### src/rtl/ex_muldiv_unit.sv
// Iterative RV32M multiply/divide unit for the EX stage.
// Radix-2 shift-add multiply and restoring divide with a stall request to the hazard unit.
module ex_muldiv_unit #(
  parameter int unsigned WIDTH = 32,
  parameter int unsigned CNT_W = 5
) (
  input  logic             clk,
  input  logic             rst,
  input  logic             start,
  input  logic             flush,
  input  logic [2:0]       func3,
  input  logic [WIDTH-1:0] op_a,
  input  logic [WIDTH-1:0] op_b,
  input  logic [4:0]       rd_in,
  output logic             stall_req,
  output logic             busy,
  output logic             done,
  output logic [WIDTH-1:0] result,
  output logic [4:0]       rd_out
);

  localparam int unsigned PW = 2 * WIDTH;
  localparam logic [CNT_W-1:0] LAST_CNT = CNT_W'(WIDTH - 1);
  localparam logic [WIDTH-1:0] INT_MIN  = {1'b1, {(WIDTH-1){1'b0}}};

  typedef enum logic [1:0] {
    ST_IDLE,
    ST_CALC,
    ST_FIX,
    ST_DONE
  } state_t;

  state_t r_state;
  state_t w_state_nxt;

  logic [2:0]       r_func3;
  logic [CNT_W-1:0] r_cnt;
  logic [PW-1:0]    r_acc;
  logic [WIDTH-1:0] r_opnd;
  logic             r_neg_res;
  logic             r_neg_rem;

  logic             w_accept;
  logic             w_fix;
  logic             w_is_div;
  logic             w_a_signed;
  logic             w_b_signed;
  logic             w_a_neg;
  logic             w_b_neg;
  logic [WIDTH-1:0] w_mag_a;
  logic [WIDTH-1:0] w_mag_b;
  logic             w_div_zero;
  logic             w_div_ovf;
  logic             w_fast;
  logic [WIDTH-1:0] w_fast_res;

  // Operand decode at accept: signedness, magnitudes, divide special cases
  assign w_is_div   = func3[2];
  assign w_a_signed = (func3 == 3'd1) | (func3 == 3'd2) | (func3 == 3'd4) | (func3 == 3'd6);
  assign w_b_signed = (func3 == 3'd1) | (func3 == 3'd4) | (func3 == 3'd6);
  assign w_a_neg    = w_a_signed & op_a[WIDTH-1];
  assign w_b_neg    = w_b_signed & op_b[WIDTH-1];
  assign w_mag_a    = w_a_neg ? -op_a : op_a;
  assign w_mag_b    = w_b_neg ? -op_b : op_b;
  assign w_div_zero = w_is_div & (op_b == '0);
  assign w_div_ovf  = w_is_div & ~func3[0] & (op_a == INT_MIN) & (&op_b);
  assign w_fast     = w_div_zero | w_div_ovf;

  always_comb begin
    w_fast_res = '0;
    if (w_div_zero) begin
      w_fast_res = func3[1] ? op_a : '1;
    end else if (w_div_ovf) begin
      w_fast_res = func3[1] ? '0 : INT_MIN;
    end
  end

  // Iteration datapaths; r_acc holds {hi, lo} product or {remainder, quotient}
  logic [WIDTH:0]   w_mul_sum;
  logic [PW-1:0]    w_mul_step;
  logic [WIDTH:0]   w_shift;
  logic [WIDTH+1:0] w_diff;
  logic [PW-1:0]    w_div_step;

  assign w_mul_sum  = {1'b0, r_acc[PW-1:WIDTH]} + (r_acc[0] ? {1'b0, r_opnd} : '0);
  assign w_mul_step = {w_mul_sum, r_acc[WIDTH-1:1]};
  assign w_shift    = r_acc[PW-1:WIDTH-1];
  assign w_diff     = {1'b0, w_shift} - {2'b0, r_opnd};
  assign w_div_step = w_diff[WIDTH+1]
                    ? {w_shift[WIDTH-1:0], r_acc[WIDTH-2:0], 1'b0}
                    : {w_diff[WIDTH-1:0],  r_acc[WIDTH-2:0], 1'b1};

  // Sign correction and result selection applied in FIX
  logic [PW-1:0]    w_prod_s;
  logic [WIDTH-1:0] w_quo_s;
  logic [WIDTH-1:0] w_rem_s;
  logic [WIDTH-1:0] w_fix_res;

  assign w_prod_s = r_neg_res ? -r_acc : r_acc;
  assign w_quo_s  = r_neg_res ? -r_acc[WIDTH-1:0] : r_acc[WIDTH-1:0];
  assign w_rem_s  = r_neg_rem ? -r_acc[PW-1:WIDTH] : r_acc[PW-1:WIDTH];

  always_comb begin
    w_fix_res = w_rem_s;
    case (r_func3)
      3'd0:                  w_fix_res = w_prod_s[WIDTH-1:0];
      3'd1, 3'd2, 3'd3:      w_fix_res = w_prod_s[PW-1:WIDTH];
      3'd4, 3'd5:            w_fix_res = w_quo_s;
      default:               w_fix_res = w_rem_s;
    endcase
  end

  assign stall_req = start & ~flush & (r_state != ST_DONE);

  always_ff @(posedge clk or posedge rst) begin
    if (rst) begin
      r_state <= ST_IDLE;
    end else begin
      r_state <= w_state_nxt;
    end
  end

  // Next state; flush overrides every transition
  always_comb begin
    w_state_nxt = r_state;
    w_accept    = 1'b0;
    w_fix       = 1'b0;
    case (r_state)
      ST_IDLE: begin
        if (start) begin
          w_accept    = 1'b1;
          w_state_nxt = w_fast ? ST_DONE : ST_CALC;
        end
      end
      ST_CALC: begin
        if (r_cnt == LAST_CNT) begin
          w_state_nxt = ST_FIX;
        end
      end
      ST_FIX: begin
        w_fix       = 1'b1;
        w_state_nxt = ST_DONE;
      end
      default: begin
        w_state_nxt = ST_IDLE;
      end
    endcase
    if (flush) begin
      w_state_nxt = ST_IDLE;
      w_accept    = 1'b0;
      w_fix       = 1'b0;
    end
  end

  always_ff @(posedge clk or posedge rst) begin
    if (rst) begin
      r_func3   <= '0;
      r_cnt     <= '0;
      r_acc     <= '0;
      r_opnd    <= '0;
      r_neg_res <= 1'b0;
      r_neg_rem <= 1'b0;
      result    <= '0;
      rd_out    <= '0;
      busy      <= 1'b0;
      done      <= 1'b0;
    end else begin
      busy <= (w_state_nxt == ST_CALC) | (w_state_nxt == ST_FIX);
      done <= (w_state_nxt == ST_DONE);
      if (w_accept) begin
        r_func3   <= func3;
        rd_out    <= rd_in;
        r_cnt     <= '0;
        r_neg_res <= w_a_neg ^ w_b_neg;
        r_neg_rem <= w_a_neg;
        r_acc     <= w_is_div ? {{WIDTH{1'b0}}, w_mag_a} : {{WIDTH{1'b0}}, w_mag_b};
        r_opnd    <= w_is_div ? w_mag_b : w_mag_a;
        if (w_fast) begin
          result <= w_fast_res;
        end
      end else if ((r_state == ST_CALC) && !flush) begin
        r_cnt <= r_cnt + CNT_W'(1);
        r_acc <= r_func3[2] ? w_div_step : w_mul_step;
      end else if (w_fix) begin
        result <= w_fix_res;
      end
    end
  end

endmodule

### config.mk
export PLATFORM = sky130hd
export DESIGN_NAME = ex_muldiv_unit
export DESIGN_NICKNAME = d
export VERILOG_FILES = /design/src/rtl/ex_muldiv_unit.sv
export SDC_FILE = /design/constraint.sdc
export NUM_CORES = 1
export LEC_CHECK = 0
export CAP_MARGIN = 40
export CORE_UTILIZATION = 45
export DETAILED_ROUTE_END_ITERATION = 10
export PLACE_DENSITY = 0.67
export SYNTH_ARGS = -nofsm -noshare
export SYNTH_HDL_FRONTEND = slang
export SYNTH_SLANG_ARGS = --single-unit
### constraint.sdc
create_clock -name clk -period 9.4 [get_ports clk]
set_input_delay 2.82 -clock clk [delete_from_list [all_inputs] [get_ports clk]]
set_output_delay 2.82 -clock clk [all_outputs]
set_load 0.02 [all_outputs]
==> summary.txt, run 1 <==
Setup path
  – Reg-to-reg slack, setup: between 4 and 5 ns
  – Worst EP required: approximately 6.6 ns
  – CP max stage delay: roughly 0.64 ns
  – Crit-path cells: clkdlybuf4s50_1 > inv_1 > a211oi_1 > clkdlybuf4s50_1
  – Worst setup SP type: input port
  – Cell mode on critical path: clkdlybuf4s50_1
  – Delay-heaviest family, CP: buffers and inverters
  – Worst EP arrival: roughly 4.3 ns
  – CP Max Fanout: 3
  – Buffers and inverters on the worst path: 3
  – Crit path max-delay cell type: clkdlybuf4s50_1
  – Crit Path Class: input port to output port
  – Worst setup EP type: output port

Min path
  – Hold Path Class: flop to flop

Clocking
  – CTS tree: built
  – Cts bufs inserted: 17
  – Clock sink count: between 100 and 150
  – Worst skew pair latency: 0.46 ns
  – PostCTS Resize Cnt: 0
  – CTS hold repair buffers: 0
  – Clock-pin slew on the worst setup and hold paths: around 0.070 ns
  – Post-CTS setup buffer count: 0
  – Root buf cell: clkbuf_16
  – H-tree lvl count: 4
  – Clock Tree Buf Depth: 2

Logic synthesis
  – Post-Synth Simple-Gate Area: between 10% and 20%
  – Share of the synthesized area in the top cell type: roughly 25%
  – Syn Std Cell Area: ~15,000 sq um
  – Mux contribution to synthesized area: about 3.3%
  – Synth area leader: dfrtp_1
  – Largest cells by area after synthesis: dfrtp_1, o21ai_0, nand2_1
  – Synth Area in Compound Gates: about 29%
  – #FFs+latches synth: 147
  – XOR/XNOR Fraction of Synth Area: 11.3%
  – Synth Net Count: 2,131
  – Most numerous cell in the Yosys netlist: nand2_1
  – Ys async rst share: 100%
  – Top cells by count, synth: nand2_1, o21ai_0, nor2_1
  – Main combinational cell family by area after synthesis: compound AO/OA/AOI/OAI gates
  – Distinct cells, synth: between 80 and 90
  – Syn Inst Count: between 1,500 and 2,000
  – Prevailing post-synth register cell: dfrtp_1
  – Post-synth EDFFs: 0
  – Average size of a mapped cell: 7.48 sq um
  – Adder-cell area share of the yosys netlist: 6.35%
  – Register area share after synthesis: between 20% and 30%
  – Ys Warns: 0

Floorplan
  – Initial core utilization: between 40% and 50%
  – Top-level I/O count: 116
  – Die area: 33,700 sq um
  – Height of the die: ~180 um
  – Chip width: between 150 and 200 um
  – Core ar.: 32,500 sq um
  – Std-Cell Rows: 66

GRT
  – Antenna violations before repair: 2
  – Number of global-route vias before repair: roughly 14,000
  – Largest net degree at the start of global routing: just over 80
  – First-pass GRT wire length: around 83 mm
  – Residual overflow from global routing: 0
  – Overall routing resource usage: 32.6%

Drt
  – DRC Markers: 0
  – 1st-iter DRT viols: approximately 1,700
  – Wire length per cell: about 22 um
  – Vias: approximately 15,000
  – Routed Antenna Nets: 0
  – Drt total wl: around 55 mm
  – Drt pass-1 iters: 6
  – Via/cell ratio: between 6 and 7

Timing
  – Clock Skew: between 0.015 and 0.02 ns
  – Crit share post-route: between 70 and 80%
  – Hold Fails Final Rpt: 0
  – Max Slew Vio Count: 0
  – TNS Setup: 0 ns
  – RSZ-0062 raised after global routing: no
  – Max-Slew Margin vs Limit: about 37%
  – Slew @ Worst Pin: just over 0.9 ns
  – FMAX: about 140 MHz
  – Post-layout minimum cycle time: slightly above 7 ns
  – Final setup fails: 0

Placed design
  – Buffers on Ports: 115
  – Placement Cell Area: 16,200 sq um
  – RePlAce Congestion: between 0.9 and 1
  – Post-DP HPWL: 42.0 mm

Finish
  – Seq. cell area: ~3700 sq um
  – Number of diodes: 0
  – Final Cell Area: about 17,000 sq um
  – Area Overhead vs Synth: 13.5%
  – Layout cells sized above 1: 4.78%
  – Final #Nets: 2,147
  – FILL cells: 3,172
  – Multi-input gate area: around 10,000 sq um

Outcome
  – Outcome: finished, final reports clean

Pwr
  – P_leak: between 7 and 8 nW
  – Cell Pwr Density: approximately 270 nW/um^2
  – VDD IR max: 180 uV

Run
  – Maxcap violations: 0
==> flip-flops by register name, summed over array words and instances, names as in the netlist, 2 cells and up <==
signal / flops
r_acc: 64
rd_out: 5
r_func3: 3
r_state: 2
r_cnt: 5
r_opnd: 32
result: 32
==> metal layers <==
| metal | wire length (um) | vias up | global-route usage, % |
|---|---|---|---|
| li1 | - | 7187 | - |
| met1 | 23500 | 7315 | 44.7 |
| met2 | 24600 | 683 | 50.3 |
| met3 | 4740 | 107 | 6.68 |
| met4 | 2070 | 4 | 12.5 |
| met5 | 28 | - | 0 |
==> layout by cell type (no fill, tap or decap), types with 19 or more instances in the layout <==
cell             synthesis  routed
dfrtp_1                147     145
nor2_1                 173     170
nand4_1                 20      20
a211oi_1                21      21
xnor2_1                 97      97
nand2_1                244     243
or4_1                   22      22
nor4_1                  21      19
clkdlybuf4s50_1          0     114
o211ai_1                63      63
o31ai_1                 26      26
mux2i_1                 43      43
xor2_1                  94      94
inv_1                   73      72
ha_1                    72      72
a21o_1                  37      37
a21oi_1                170     170
nor3_1                  25      25
o22ai_1                 26      26
o21ai_0                205     205
nand3_1                 21      21
==> through the flow <==
| step | utilization [%] | setup slack (ns) | hold WS, ns | cells | power [W] |
|---|---|---|---|---|---|
| 2_1_floorplan | - | 2.63 | 0.450 | 1981 | 0.00294 |
| 3_3_place_gp | 49.7 | 2.30 | 0.459 | 2414 | 0.00364 |
| 3_5_place_dp | 50.0 | 2.33 | 0.463 | 2420 | 0.00369 |
| 4_1_cts | 51.8 | 2.34 | 0.487 | 2452 | 0.00444 |
| 5_1_grt | 51.8 | 2.28 | 0.516 | 2452 | 0.00479 |
| 6_report | 51.8 | 2.33 | 0.484 | 2452 | 0.00449 |
==> kinds of logic (layout without fill, tap and decap cells) <==
group                    after synthesis  after routing
AO/OA/AOI/OAI                        682            682
flip-flops                           147            147
buffers and inverters                213            242
multiplexers                          48             48
adder cells (fa/ha/maj)               74             74
AND/OR/NAND/NOR                      626            626
XOR/XNOR                             191            191
==> worst reg2reg max path: cells and delay by family (launching register included) <==
| kind | cells | cell delay, ns |
|---|---|---|
| compound gates | 5 | 2.11 |
| simple gates | 4 | 0.89 |
| flops | 1 | 0.58 |
| fa+ha+maj | 1 | 0.49 |
| buf+inv | 1 | 0.33 |
==> worst paths after layout <==
path,cells past startpoint,start,end
hold reg to reg,2,r_opnd[6]$_DFFE_PP0P_,r_opnd[6]$_DFFE_PP0P_
hold / removal,2,r_opnd[6]$_DFFE_PP0P_,r_opnd[6]$_DFFE_PP0P_
min in group asynchronous,2,rst,result[12]$_DFFE_PP0P_
setup / recovery,4,start,stall_req
setup reg to reg,11,r_acc[37]$_DFFE_PP0P_,r_acc[35]$_DFFE_PP0P_
max in group asynchronous,4,rst,r_neg_res$_DFFE_PP0P_
==> report_power, final <==
group	internal [W]	switching, W	total (W)
clock	0.000407	0.000323	0.000730
combinational	0.00105	0.00161	0.00266
sequential	0.000771	0.000335	0.00111
total	0.00223	0.00227	0.00449
==> final cells by class <==
cell class	count	share of cell area, %
Clock buffer	18	2.61
Clock inverter	14	0.975
Inverter	73	1.66
Multi-Input combinational cell	1621	61.5
Sequential cell	147	21.9
Tap cell	442	3.29
Timing Repair Buffer	137	8.11
(Power assumes the default switching activity.)
==> inputs of run 2 (changes only) <==
Clock period 9.4 ns to 6.9 ns, I/O delays scaled along.
==> summary.txt, run 2 (synthesis gave the netlist of run 1 again) <==
Timing
  – Max Slew Vio Count: 0
  – Crit share post-route: 81.1%
  – Clock Skew: 0.0145 ns
  – Max-Slew Margin vs Limit: between 30% and 40%
  – TNS Setup: 0 ns
  – Hold Fails Final Rpt: 0
  – FMAX: about 180 MHz
  – RSZ-0062 raised after global routing: no
  – Slew @ Worst Pin: approximately 0.97 ns
  – Hold slack: 0.483 ns
  – Final setup fails: 0
  – Post-layout minimum cycle time: approximately 5.6 ns

Clocking
  – Clock-pin slew on the worst setup and hold paths: roughly 0.070 ns
  – Clock sink count: between 100 and 150
  – H-tree lvl count: 4
  – CTS tree: built
  – Root buf cell: clkbuf_16
  – PostCTS Resize Cnt: 0
  – Clock Tree Buf Depth: 2
  – CTS hold repair buffers: 0
  – Post-CTS setup buffer count: 0
  – Cts bufs inserted: 17
  – Worst skew pair latency: roughly 0.45 ns

Min path
  – Worst min-delay path endpoint: r_opnd[10]$_DFFE_PP0P_
  – Worst Hold Launch: r_opnd[10]$_DFFE_PP0P_
  – Hold Path Class: flop to flop
  – Hold Path Cell Cnt: 2

Pwr
  – Internal power: a little over 0.003 W
  – Clk pwr share: 16.2%
  – P_leak: between 7 and 8 nW
  – VDD IR max: ~210 uV
  – Net Switching: 0.00314 W
  – Sw frac: about half
  – Comb pwr share: 59.6%
  – Cell Pwr Density: 366 nW/um^2
  – Seq pwr share: ~24%

Finish
  – Max reg flops: between 60 and 70
  – Commonest cells after routing, fill and taps aside: nand2_1, o21ai_0, nor2_1, a21oi_1, dfrtp_1
  – Fin cells: between 2,000 and 2,500
  – Final #Nets: between 2,000 and 2,500
  – Regs by FF count: r_acc: 64 flops, r_opnd: 32 flops, result: 32 flops
  – Layout cells sized above 1: about 5.1%
  – Commonest non-fill, non-tap cell in the layout: nand2_1
  – Number of diodes: 0
  – Area Overhead vs Synth: 13.9%
  – Final Cell Area: 16,900 sq um
  – Largest Register: r_acc

Drt
  – Via/cell ratio: about 6.3
  – Vias: ~15,000
  – Routed Antenna Nets: 0
  – 1st-iter DRT viols: between 1,500 and 2,000
  – Drt total wl: 55.5 mm
  – Drt pass-1 iters: 8
  – DRC Markers: 0
  – Wire length per cell: about 23 um

Floorplan
  – Height of the die: approximately 180 um
  – Chip width: between 150 and 200 um
  – Top-level I/O count: about 120
  – Initial core utilization: around 46%
  – Die area: approximately 34,000 sq um
  – Std-Cell Rows: 66
  – Core ar.: roughly 32,000 sq um

Setup path
  – Reg-to-reg slack, setup: 2.32 ns
  – CP Max Fanout: 3
  – R2R Path End: r_acc[35]$_DFFE_PP0P_
  – R2r worst-path depth: 11
  – Worst EP arrival: roughly 3.5 ns
  – Crit Path Class: input port to output port
  – Worst setup EP type: output port
  – Crit Reg-Reg Startpoint: r_acc[37]$_DFFE_PP0P_
  – Worst setup SP type: input port
  – Worst EP required: a little under 5 ns

Run
  – Maxcap violations: 0

Placed design
  – Buffers on Ports: about 120
  – Placement Cell Area: approximately 16,000 sq um
  – RePlAce Congestion: 0.993
  – Placed insts: roughly 2,400
  – Post-DP HPWL: ~42 mm

GRT
  – Largest net degree at the start of global routing: ~150
  – Residual overflow from global routing: 0
  – Antenna violations before repair: 0
  – Number of global-route vias before repair: around 14,000
  – First-pass GRT wire length: 84.9 mm
  – Overall routing resource usage: about a third

Outcome
  – Outcome: finished, final reports clean
[run 2: worst max path at each step]
stage	startpoint	depth (start not counted)	to	slack [ns]
floorplan	rst	1	busy$_DFF_PP0_	0.88
CTS	start	4	stall_req	1.30
global placement	op_b[6]	12	result[14]$_DFFE_PP0P_	1.20
finish	start	4	stall_req	1.30
detailed placement	op_b[6]	12	result[14]$_DFFE_PP0P_	1.16
global route	start	4	stall_req	1.19
[run 2: power by group through the flow]
stage                     Clock (W)  Sequential (W)  Combinational (W)
after floorplan                   0         0.00125            0.00276
after global placement            0         0.00149            0.00352
after detailed placement          0         0.00149            0.00358
after CTS                   0.00101         0.00148            0.00360
after global routing        0.00104         0.00152            0.00402
final                       0.00100         0.00150            0.00368
[run 2: cell type report]
class                           count  area [sq um]
Clock buffer                       18           439
Sequential cell                   147          3680
Clock inverter                     14           165
Fill cell                        3150         15600
Multi-Input combinational cell   1621         10300
Inverter                           73           279
Timing Repair Buffer              143          1420
Tap cell                          442           553
[run 2: metal layers]
layer  global-route usage, %  routed length (um)  vias to the layer above
met1                    46.1               24500                     7369
li1                        -                   -                     7203
met4                    17.0                2890                        0
met5                       0                   0                        -
met2                    50.5               24000                      684
met3                    4.60                4080                      118
[run 2: worst max-delay path: stages]
cell	delay [ns]
clkdlybuf4s50_1	0.51
inv_1	0.09
a211oi_1	0.22
clkdlybuf4s50_1	0.64
[run 2: through the flow]
| step | util [%] | worst slack (ns) | power (W) |
|---|---|---|---|
| finish | 52.0 | 1.30 | 0.00618 |
| global route | 52.0 | 1.19 | 0.00659 |
| CTS | 52.0 | 1.30 | 0.00609 |
| detailed placement | 50.1 | 1.16 | 0.00507 |
| global placement | 49.9 | 1.20 | 0.00501 |
| floorplan | - | 0.879 | 0.00401 |
